[config.mk]
export PLATFORM = sky130hd
export DESIGN_NAME = flatten_stream
export DESIGN_NICKNAME = d
export VERILOG_FILES = /design/src/rtl/flatten_stream.sv
export SDC_FILE = /design/constraint.sdc
export NUM_CORES = 1
export LEC_CHECK = 0
export ABC_CLOCK_PERIOD_IN_PS = 6800
export CAP_MARGIN = 0
export CORE_MARGIN = 3
export CORE_UTILIZATION = 30
export DETAILED_ROUTE_END_ITERATION = 7
export GPL_TIMING_DRIVEN = 0
export PLACE_DENSITY = 0.61
export SLEW_MARGIN = 20
export SYNTH_ARGS = -nofsm -noshare
export SYNTH_HDL_FRONTEND = slang
export SYNTH_SLANG_ARGS = --single-unit
[constraint.sdc]
create_clock -name clock -period 6.8 [get_ports clock]
set_clock_uncertainty 0.2 [all_clocks]
set_input_delay 1.7 -clock clock [delete_from_list [all_inputs] [get_ports clock]]
set_output_delay 1.7 -clock clock [all_outputs]
set_load 0.01 [all_outputs]
[src/rtl/flatten_stream.sv]
// -----------------------------------------------------------------------------
// flatten_stream
//
// Sequential flattener between the pooling output buffer and the FC layer.
// Reads the pooled feature maps one element per cycle and re-emits them as a
// 1D stream over a valid/ready handshake. Each element carries its flattened
// index and a last marker.
//
// Ordering (latched when a start is accepted):
//   order_mode = 0 : channel-major (feature, row, col), col fastest
//   order_mode = 1 : spatial-major (row, col, feature), feature fastest
//
// Optional feature macro: FLATTEN_RELU_EN
//   When defined, negative elements are clamped to 0 as they enter the
//   output FIFO. When undefined, data passes through unmodified.
//
// Ports:
//   clock, reset       rising-edge clock, synchronous active-high reset
//   flatten_start      one-cycle pulse that starts a pass (IDLE only)
//   order_mode         ordering select, sampled at accepted start
//   rd_en              read strobe to the pooled buffer
//   rd_feature/row/col read address
//   rd_data            read data, valid one cycle after rd_en
//   out_valid/ready    output handshake
//   out_data           flattened element (signed)
//   out_index          position in the flattened vector
//   out_last           marks index FLATTENED_LENGTH-1
//   busy               high from accepted start until done
//   done               one-cycle pulse after the last element handshakes
// -----------------------------------------------------------------------------
module flatten_stream #(
    parameter int NUM_FEATURES     = 3,
    parameter int POOLED_HEIGHT    = 12,
    parameter int POOLED_WIDTH     = 12,
    parameter int DATA_WIDTH       = 8,
    parameter int FLATTENED_LENGTH = NUM_FEATURES * POOLED_HEIGHT * POOLED_WIDTH,
    parameter int IDX_WIDTH        = (FLATTENED_LENGTH > 1) ? $clog2(FLATTENED_LENGTH) : 1,
    // Derived address widths; kept at least 1 bit for degenerate dimensions.
    parameter int FEAT_WIDTH       = (NUM_FEATURES  > 1) ? $clog2(NUM_FEATURES)  : 1,
    parameter int ROW_WIDTH        = (POOLED_HEIGHT > 1) ? $clog2(POOLED_HEIGHT) : 1,
    parameter int COL_WIDTH        = (POOLED_WIDTH  > 1) ? $clog2(POOLED_WIDTH)  : 1
) (
    input  logic                         clock,
    input  logic                         reset,
    input  logic                         flatten_start,
    input  logic                         order_mode,
    output logic                         rd_en,
    output logic [FEAT_WIDTH-1:0]        rd_feature,
    output logic [ROW_WIDTH-1:0]         rd_row,
    output logic [COL_WIDTH-1:0]         rd_col,
    input  logic signed [DATA_WIDTH-1:0] rd_data,
    output logic                         out_valid,
    input  logic                         out_ready,
    output logic signed [DATA_WIDTH-1:0] out_data,
    output logic [IDX_WIDTH-1:0]         out_index,
    output logic                         out_last,
    output logic                         busy,
    output logic                         done
);

    if (FLATTENED_LENGTH != NUM_FEATURES * POOLED_HEIGHT * POOLED_WIDTH) begin : g_len_check
        $error("flatten_stream: FLATTENED_LENGTH inconsistent with NUM_FEATURES*POOLED_HEIGHT*POOLED_WIDTH");
    end

    typedef enum logic [1:0] {IDLE, RUN, DRAIN, DONE} state_t;

    state_t                         state_r;
    logic                           mode_r;
    logic [FEAT_WIDTH-1:0]          feat_r;
    logic [ROW_WIDTH-1:0]           row_r;
    logic [COL_WIDTH-1:0]           col_r;
    logic [IDX_WIDTH-1:0]           issue_idx_r;
    logic                           inflight_r;
    logic [IDX_WIDTH-1:0]           infl_idx_r;
    logic                           infl_last_r;
    logic                           busy_r;
    logic                           done_r;

    // Two-entry output FIFO; index and last travel alongside the data.
    logic signed [DATA_WIDTH-1:0]   data_mem_r [2];
    logic [IDX_WIDTH-1:0]           idx_mem_r  [2];
    logic                           last_mem_r [2];
    logic                           wr_ptr_r;
    logic                           rd_ptr_r;
    logic [1:0]                     count_r;

    logic                           pop_s;
    logic                           push_s;
    logic [2:0]                     occ_s;
    logic                           rd_en_s;
    logic                           issue_last_s;
    logic                           feat_wrap_s;
    logic                           row_wrap_s;
    logic                           col_wrap_s;
    logic [FEAT_WIDTH-1:0]          feat_nxt_s;
    logic [ROW_WIDTH-1:0]           row_nxt_s;
    logic [COL_WIDTH-1:0]           col_nxt_s;
    logic signed [DATA_WIDTH-1:0]   push_data_s;

    assign pop_s        = (count_r != 2'd0) && out_ready;
    assign push_s       = inflight_r;
    // Occupancy after this cycle's pop, counting the read already in flight.
    assign occ_s        = 3'(count_r) + 3'(inflight_r) - 3'(pop_s);
    assign rd_en_s      = (state_r == RUN) && (occ_s < 3'd2);
    assign issue_last_s = (issue_idx_r == IDX_WIDTH'(FLATTENED_LENGTH - 1));
    assign feat_wrap_s  = (feat_r == FEAT_WIDTH'(NUM_FEATURES - 1));
    assign row_wrap_s   = (row_r  == ROW_WIDTH'(POOLED_HEIGHT - 1));
    assign col_wrap_s   = (col_r  == COL_WIDTH'(POOLED_WIDTH - 1));

`ifdef FLATTEN_RELU_EN
    assign push_data_s  = rd_data[DATA_WIDTH-1] ? '0 : rd_data;
`else
    assign push_data_s  = rd_data;
`endif

    // Next read address: nested wrap counters whose nesting depends on mode.
    always_comb begin
        feat_nxt_s = feat_r;
        row_nxt_s  = row_r;
        col_nxt_s  = col_r;
        if (mode_r == 1'b0) begin
            if (!col_wrap_s) begin
                col_nxt_s = col_r + COL_WIDTH'(1);
            end else begin
                col_nxt_s = '0;
                if (!row_wrap_s) begin
                    row_nxt_s = row_r + ROW_WIDTH'(1);
                end else begin
                    row_nxt_s  = '0;
                    feat_nxt_s = feat_wrap_s ? '0 : feat_r + FEAT_WIDTH'(1);
                end
            end
        end else begin
            if (!feat_wrap_s) begin
                feat_nxt_s = feat_r + FEAT_WIDTH'(1);
            end else begin
                feat_nxt_s = '0;
                if (!col_wrap_s) begin
                    col_nxt_s = col_r + COL_WIDTH'(1);
                end else begin
                    col_nxt_s = '0;
                    row_nxt_s = row_wrap_s ? '0 : row_r + ROW_WIDTH'(1);
                end
            end
        end
    end

    // Control FSM, address counters, in-flight read tracking, busy/done.
    always_ff @(posedge clock) begin
        if (reset) begin
            state_r     <= IDLE;
            mode_r      <= 1'b0;
            feat_r      <= '0;
            row_r       <= '0;
            col_r       <= '0;
            issue_idx_r <= '0;
            inflight_r  <= 1'b0;
            infl_idx_r  <= '0;
            infl_last_r <= 1'b0;
            busy_r      <= 1'b0;
            done_r      <= 1'b0;
        end else begin
            inflight_r  <= rd_en_s;
            infl_idx_r  <= issue_idx_r;
            infl_last_r <= issue_last_s;
            case (state_r)
                IDLE: begin
                    done_r <= 1'b0;
                    if (flatten_start) begin
                        state_r     <= RUN;
                        mode_r      <= order_mode;
                        feat_r      <= '0;
                        row_r       <= '0;
                        col_r       <= '0;
                        issue_idx_r <= '0;
                        busy_r      <= 1'b1;
                    end else begin
                        state_r <= IDLE;
                    end
                end
                RUN: begin
                    if (rd_en_s) begin
                        feat_r      <= feat_nxt_s;
                        row_r       <= row_nxt_s;
                        col_r       <= col_nxt_s;
                        issue_idx_r <= issue_idx_r + IDX_WIDTH'(1);
                        state_r     <= issue_last_s ? DRAIN : RUN;
                    end else begin
                        state_r <= RUN;
                    end
                end
                DRAIN: begin
                    if (pop_s && out_last) begin
                        state_r <= DONE;
                        busy_r  <= 1'b0;
                        done_r  <= 1'b1;
                    end else begin
                        state_r <= DRAIN;
                    end
                end
                DONE: begin
                    state_r <= IDLE;
                    done_r  <= 1'b0;
                end
                default: begin
                    state_r <= IDLE;
                    busy_r  <= 1'b0;
                    done_r  <= 1'b0;
                end
            endcase
        end
    end

    // Output FIFO: push the returning read, pop on handshake.
    always_ff @(posedge clock) begin
        if (reset) begin
            data_mem_r[0] <= '0;
            data_mem_r[1] <= '0;
            idx_mem_r[0]  <= '0;
            idx_mem_r[1]  <= '0;
            last_mem_r[0] <= 1'b0;
            last_mem_r[1] <= 1'b0;
            wr_ptr_r      <= 1'b0;
            rd_ptr_r      <= 1'b0;
            count_r       <= 2'd0;
        end else begin
            if (push_s) begin
                data_mem_r[wr_ptr_r] <= push_data_s;
                idx_mem_r[wr_ptr_r]  <= infl_idx_r;
                last_mem_r[wr_ptr_r] <= infl_last_r;
                wr_ptr_r             <= ~wr_ptr_r;
            end else begin
                wr_ptr_r <= wr_ptr_r;
            end
            rd_ptr_r <= pop_s ? ~rd_ptr_r : rd_ptr_r;
            count_r  <= count_r + 2'(push_s) - 2'(pop_s);
        end
    end

    assign rd_en      = rd_en_s;
    assign rd_feature = feat_r;
    assign rd_row     = row_r;
    assign rd_col     = col_r;
    assign out_valid  = (count_r != 2'd0);
    assign out_data   = data_mem_r[rd_ptr_r];
    assign out_index  = idx_mem_r[rd_ptr_r];
    assign out_last   = last_mem_r[rd_ptr_r];
    assign busy       = busy_r;
    assign done       = done_r;

endmodule

==> results.sh, run 1 <==
export IMPL_p_clk_share_pct=34.0
export IMPL_synthDistinctLibCells=53
export IMPL_fillers=1077
export IMPL_holdWs_ns=0.262
export IMPL_drc=0
export IMPL_leakagePower_uw=0.00161
export IMPL_grt_max_degree=19
export IMPL_worstSetupPathType="in -> out"
export IMPL_grtUsageMet2_pct=18.7
export IMPL_finalSetupViolations=0
export IMPL_syn_nets=333
export IMPL_grt_overflow_total=0
export IMPL_met1_usage_pct=16.1
export IMPL_synth_seq_area_share_pct=54.3
export IMPL_cp_arrival_ns=4.35
export IMPL_finalMaxSlewViolations=0
export IMPL_drive_gt1_share_pct=13.5
export IMPL_worst_pin_slew_ns=0.763
export IMPL_grt_pass1_vias=2423
export IMPL_drtIter0Drc=133
export IMPL_dr_pass1_iters=4
export IMPL_synth_main_ff_cell="dfxtp_1"
export IMPL_end_kind="primary output"
export IMPL_final_common_cell="clkdlybuf4s50_1"
export IMPL_postSynthCellCount=311
export IMPL_fin_crit_sh_pct=91.9
export IMPL_core_area_um2=11100
export IMPL_cts_tree="yes"
export IMPL_p_seq_share_pct=39.2
export IMPL_cpLargestDelayFamily="buffers and inverters"
export IMPL_htree_num_levels=3
export IMPL_busiest_layer="met2"
export IMPL_antenna_found_initial=0
export IMPL_power_switching_uw=399
export IMPL_place_congestion=0.804
export IMPL_crit_required_ns=4.90
export IMPL_final_cells=511
export IMPL_portBuffers=44
export IMPL_slowest_delay_ns=0.55
export IMPL_slew_headroom_pct=49.1
export IMPL_cts_buffer_depth=2
export IMPL_drt_total_wl_mm=7.18
export IMPL_root_buffer="clkbuf_16"
export IMPL_vdd_ir_drop_worst_uv=126
export IMPL_cts_sinks=76
export IMPL_grt_pass1_wl_mm=12.3
export IMPL_pin_count=45
export IMPL_crit_chain="clkdlybuf4s50_1 > o21a_1 > ha_1 > inv_1 > ha_1 > inv_1 > fa_1 > xnor2_2 > nand2_1 > nor2_1 > clkdlybuf4s50_1"
export IMPL_clk_latency_ns=0.33
export IMPL_hold_viol=0
export IMPL_crit_start="out_ready"
export IMPL_status="complete, no violations"
export IMPL_die_y_um=113
export IMPL_worstReg2RegEnd="rd_col[1]$_SDFFE_PP0P_"
export IMPL_postCtsHoldBufs=0
export IMPL_fp_row_count=38
export IMPL_finalSetupTns_ns=0
export IMPL_p_int_uw=1000
export IMPL_netlist_area_um2=3470
export IMPL_cts_resized=0
export IMPL_place_inst=495
export IMPL_rsz0062_at_grt="false"
export IMPL_hold_path_class="reg -> reg"
export IMPL_post_cts_buffers=0
export IMPL_wl_per_cell_um=14.1
export IMPL_cp_start_kind="input pin"
export IMPL_synth_warnings=0
export IMPL_gr_usage_all_layers_pct=11.9
export IMPL_start_util_pct=31.3
export IMPL_die_w_um=113
export IMPL_seq_area_um2=1880
export IMPL_hold_start="done$_SDFFE_PP0P_"
export IMPL_dr_total_vias=2480
export IMPL_dp_final_hpwl_mm=4.88
export IMPL_nNetsFinal=388
export IMPL_fmax_ghz=0.160
export IMPL_worstReg2RegStart="count_r[1]$_SDFF_PP0_"
export IMPL_ys_ff_latch=76
export IMPL_diodes=0
export IMPL_synth_edf_count=36
export IMPL_crit_path_max_fanout=4
export IMPL_critPathSlowestCell="clkdlybuf4s50_1"
export IMPL_multiInputGateArea_um2=1470
export IMPL_areaGrowthSynthToFinish_pct=26.5
export IMPL_min_path_cells=2
export IMPL_worst_r2r_setup_slack_ns=3.78
export IMPL_rr_worst_depth=10
export IMPL_ant_nets=0
export IMPL_cp_num_buf_inv=4
export IMPL_holdPathEnd="done$_SDFFE_PP0P_"
export IMPL_avgSynthCellArea_um2=11.1
export IMPL_grt_util_met3_pct=2.71
export IMPL_viasPerCell=4.85
export IMPL_path_clk_slew_ns=0.06
export IMPL_cts_buffers=9
export IMPL_async_reset_ff_share_pct=0
export IMPL_die_area_um2=12900
export IMPL_finalCriticalPeriod_ns=6.25
export IMPL_p_per_area_nw_per_um2=320
export IMPL_combinationalPowerShare_pct=26.8
export IMPL_mostFrequentLayoutCells="clkdlybuf4s50_1, dfxtp_1, and2_1"
export IMPL_maxCapViolations=0
export IMPL_p_sw_share_pct=28.5
flip-flops by register name (all words and copies together), names as in the netlist, named ones only:
| signal | count |
|---|---|
| idx_mem_r | 18 |
| last_mem_r | 2 |
| inflight_r | 1 |
| mode_r | 1 |
| data_mem_r | 16 |
| rd_row | 4 |
| busy | 1 |
| infl_idx_r | 9 |
| rd_col | 4 |
| rd_feature | 2 |
| issue_idx_r | 9 |
| count_r | 2 |
| done | 1 |
| rd_ptr_r | 1 |
| wr_ptr_r | 1 |
| infl_last_r | 1 |
| state_r | 1 |
power groups by stage:
stage                     clock, uW  sequential [uW]  combinational [uW]
after floorplan                   0              556                 230
after global placement            0              558                 374
after detailed placement          0              560                 377
after CTS                       486              550                 382
after global routing            508              557                 412
final                           476              550                 375
cell type report:
class	instances	share of cell area, %
sequential	76	42.9
clock inverter	7	1.74
clock buffer	9	5.14
multi-input combinational	209	33.6
buffer	14	1.48
inverter	12	1.03
tap	140	4.00
timing repair buffer	44	10.0
through the flow:
stage | util, % | area [um^2] | setup slack [ns] | total power, uW
detailed placement | 36.8 | 4080 | 0.542 | 937
global placement | 36.8 | 4080 | 0.589 | 932
CTS | 39.6 | 4380 | 0.489 | 1420
finish | 39.6 | 4380 | 0.548 | 1400
global route | 39.6 | 4380 | 0.372 | 1480
floorplan | - | 3470 | 1.71 | 786
cells by family (layout without fill, tap and decap cells):
family	after synthesis	count (layout)	synth area share, %
AO/OA/AOI/OAI	53	53	11.1
XOR/XNOR	3	3	0.975
adder cells (fa/ha/maj)	9	9	3.47
buffers and inverters	26	86	3.18
flip-flops	76	76	54.3
multiplexers	23	23	7.29
AND/OR/NAND/NOR	121	121	19.7
Yosys cell counts (7+ instances only):
cell | number | area [um^2]
dfxtp_1 | 40 | 801
and2_1 | 38 | 238
edfxtp_1 | 36 | 1080
nand2_1 | 24 | 90.1
mux2_2 | 18 | 203
a21oi_1 | 13 | 65.1
inv_1 | 12 | 45.0
nor2_1 | 12 | 45.0
nor2b_1 | 11 | 68.8
clkbuf_1 | 9 | 33.8
ha_1 | 8 | 100
nand3_1 | 8 | 40.0
o21ai_0 | 8 | 40.0
and3_1 | 7 | 43.8
worst reg2reg max path, cell delays in order, from the launching register on:
cell and delay [ns]:
dfxtp_1 0.44, o21a_1 0.24, ha_1 0.27, inv_1 0.06, ha_1 0.13, inv_1 0.05
fa_1 0.40, xnor2_2 0.25, nand4_2 0.30, a21oi_1 0.41, mux2i_1 0.22
worst max-delay path by stage:
stage | slack [ns] | depth (start not counted) | end
global route | 0.37 | 11 | rd_en
CTS | 0.49 | 11 | rd_en
floorplan | 1.71 | 9 | rd_en
finish | 0.55 | 11 | rd_en
global placement | 0.59 | 11 | rd_en
detailed placement | 0.54 | 11 | rd_en
layer usage:
layer,up-vias,share of wire (%)
met1,1179,47
li1,1234,-
met5,-,0
met2,61,48
met4,0,1.1
met3,6,3.8
(Power assumes the default switching activity.)
==> run 2, diff against run 1 <==
ABC_CLOCK_PERIOD_IN_PS = 5900   (was 6800)
CELL_PAD_IN_SITES_DETAIL_PLACEMENT = 1   (was unset)
CELL_PAD_IN_SITES_GLOBAL_PLACEMENT = 1   (was unset)
PLACE_DENSITY = unset   (was 0.61)
PLACE_DENSITY_LB_ADDON = 0.25   (was unset)
clock period = 5.9 ns   (was 6.8 ns; I/O delays follow)
==> results.sh, run 2 (synthesis gave the netlist of run 1 again) <==
export IMPL_status="complete, no violations"
export IMPL_largest_register="idx_mem_r"
export IMPL_cp_arrival_ns=4.08
export IMPL_hold_path_class="reg -> reg"
export IMPL_largest_reg_flops=18
export IMPL_worstSetupPathType="in -> out"
export IMPL_p_int_uw=1180
export IMPL_cts_buffer_depth=2
export IMPL_drive_gt1_share_pct=13.9
export IMPL_final_common_cell="clkdlybuf4s50_1"
export IMPL_combinationalPowerShare_pct=27.4
export IMPL_end_kind="primary output"
export IMPL_portBuffers=44
export IMPL_maxCapViolations=0
export IMPL_start_util_pct=31.3
export IMPL_post_cts_buffers=0
export IMPL_power_switching_uw=474
export IMPL_htree_num_levels=3
export IMPL_cts_resized=0
export IMPL_die_w_um=113
export IMPL_viasPerCell=4.88
export IMPL_gr_usage_all_layers_pct=13.0
export IMPL_crit_required_ns=4.22
export IMPL_cts_buffers=9
export IMPL_finalCriticalPeriod_ns=5.75
export IMPL_wl_per_cell_um=15.5
export IMPL_die_area_um2=12900
export IMPL_grt_max_degree=19
export IMPL_cts_tree="yes"
export IMPL_postCtsHoldBufs=0
export IMPL_clk_latency_ns=0.33
export IMPL_grt_pass1_vias=2585
export IMPL_worst_pin_slew_ns=0.782
export IMPL_root_buffer="clkbuf_16"
export IMPL_p_per_area_nw_per_um2=375
export IMPL_cp_start_kind="input pin"
export IMPL_finalSetupTns_ns=0
export IMPL_mostFrequentLayoutCells="clkdlybuf4s50_1, dfxtp_1, and2_1"
export IMPL_reg_top3="idx_mem_r x18, data_mem_r x16"
export IMPL_drc=0
export IMPL_dr_pass1_iters=4
export IMPL_place_congestion=0.795
export IMPL_drt_total_wl_mm=7.97
export IMPL_drtIter0Drc=119
export IMPL_antenna_found_initial=0
export IMPL_core_area_um2=11100
export IMPL_fin_crit_sh_pct=97.5
export IMPL_p_sw_share_pct=28.7
export IMPL_finalMaxSlewViolations=0
export IMPL_hold_viol=0
export IMPL_rsz0062_at_grt="false"
export IMPL_finalSetupViolations=0
export IMPL_slew_headroom_pct=47.9
export IMPL_dp_final_hpwl_mm=5.56
export IMPL_grt_pass1_wl_mm=13.3
export IMPL_die_y_um=113
export IMPL_pin_count=45
export IMPL_fmax_ghz=0.174
export IMPL_power_total_uw=1650
export IMPL_fillers=1234
export IMPL_cts_sinks=76
export IMPL_ant_nets=0
export IMPL_nNetsFinal=390
export IMPL_dr_total_vias=2502
export IMPL_p_clk_share_pct=34.2
export IMPL_crit_path_max_fanout=4
export IMPL_grt_overflow_total=0
export IMPL_path_clk_slew_ns=0.06
export IMPL_fp_row_count=38
export IMPL_vdd_ir_drop_worst_uv=150
export IMPL_areaGrowthSynthToFinish_pct=27.1
export IMPL_diodes=0
export IMPL_leakagePower_uw=0.00163
export IMPL_p_seq_share_pct=38.4
-- run 2: final timing paths --
kind / end / cells after the start / from / slack (ns)
hold / removal: done$_SDFFE_PP0P_ / 2 / done$_SDFFE_PP0P_ / 0.27
hold reg to reg: done$_SDFFE_PP0P_ / 2 / done$_SDFFE_PP0P_ / 0.27
setup reg to reg: rd_col[0]$_SDFFE_PP0P_ / 10 / count_r[1]$_SDFF_PP0_ / 2.92
setup / recovery: rd_en / 11 / out_ready / 0.15
-- run 2: layer usage --
layer  global-route usage [%]  vias to the layer above  part of all wire, %
met1                     17.7                     1217                   48
met2                     20.5                       42                   47
met5                        0                        -                    0
met4                     4.57                        0                  1.3
met3                     2.92                        9                  3.5
li1                         -                     1234                    -
-- run 2: final cells by class --
| class | count | area [um^2] | share of cell area [%] |
|---|---|---|---|
| well taps | 140 | 175 | 3.98 |
| clock inverters | 6 | 70.1 | 1.59 |
| inverters | 12 | 45.0 | 1.02 |
| flip-flops and latches | 76 | 1880 | 42.7 |
| clock buffers | 10 | 239 | 5.42 |
| repair buffers | 46 | 455 | 10.3 |
| plain buffers | 14 | 65.1 | 1.48 |
| multi-input cells | 209 | 1470 | 33.5 |
-- run 2: power groups by stage --
stage                     Sequential [uW]  Combinational [uW]  Clock (uW)
after floorplan                       640                 265           0
after global placement                644                 436           0
after detailed placement              647                 442           0
after CTS                             637                 445         578
after global routing                  643                 493         607
final                                 635                 452         566
-- run 2: metrics by stage --
stage               setup WS, ns  utilization, %  hold WS [ns]  std cells  cell area (um^2)
finish                     0.146            39.8         0.265        513              4410
global route              0.0260            39.8         0.304        513              4410
detailed placement        0.0791            36.8         0.257        495              4080
CTS                       0.0702            39.6         0.267        511              4390
floorplan                   1.26               -         0.238        311              3470
global placement           0.122            36.8         0.247        495              4080
-- run 2: worst max-delay path, stage by stage --
cell             delay [ns]
clkdlybuf4s50_1        0.47
o21a_1                 0.15
ha_1                   0.23
inv_1                  0.06
ha_1                   0.13
inv_1                  0.05
fa_1                   0.40
xnor2_2                0.29
nand2_1                0.16
nor2_1                 0.13
clkdlybuf4s50_1        0.54
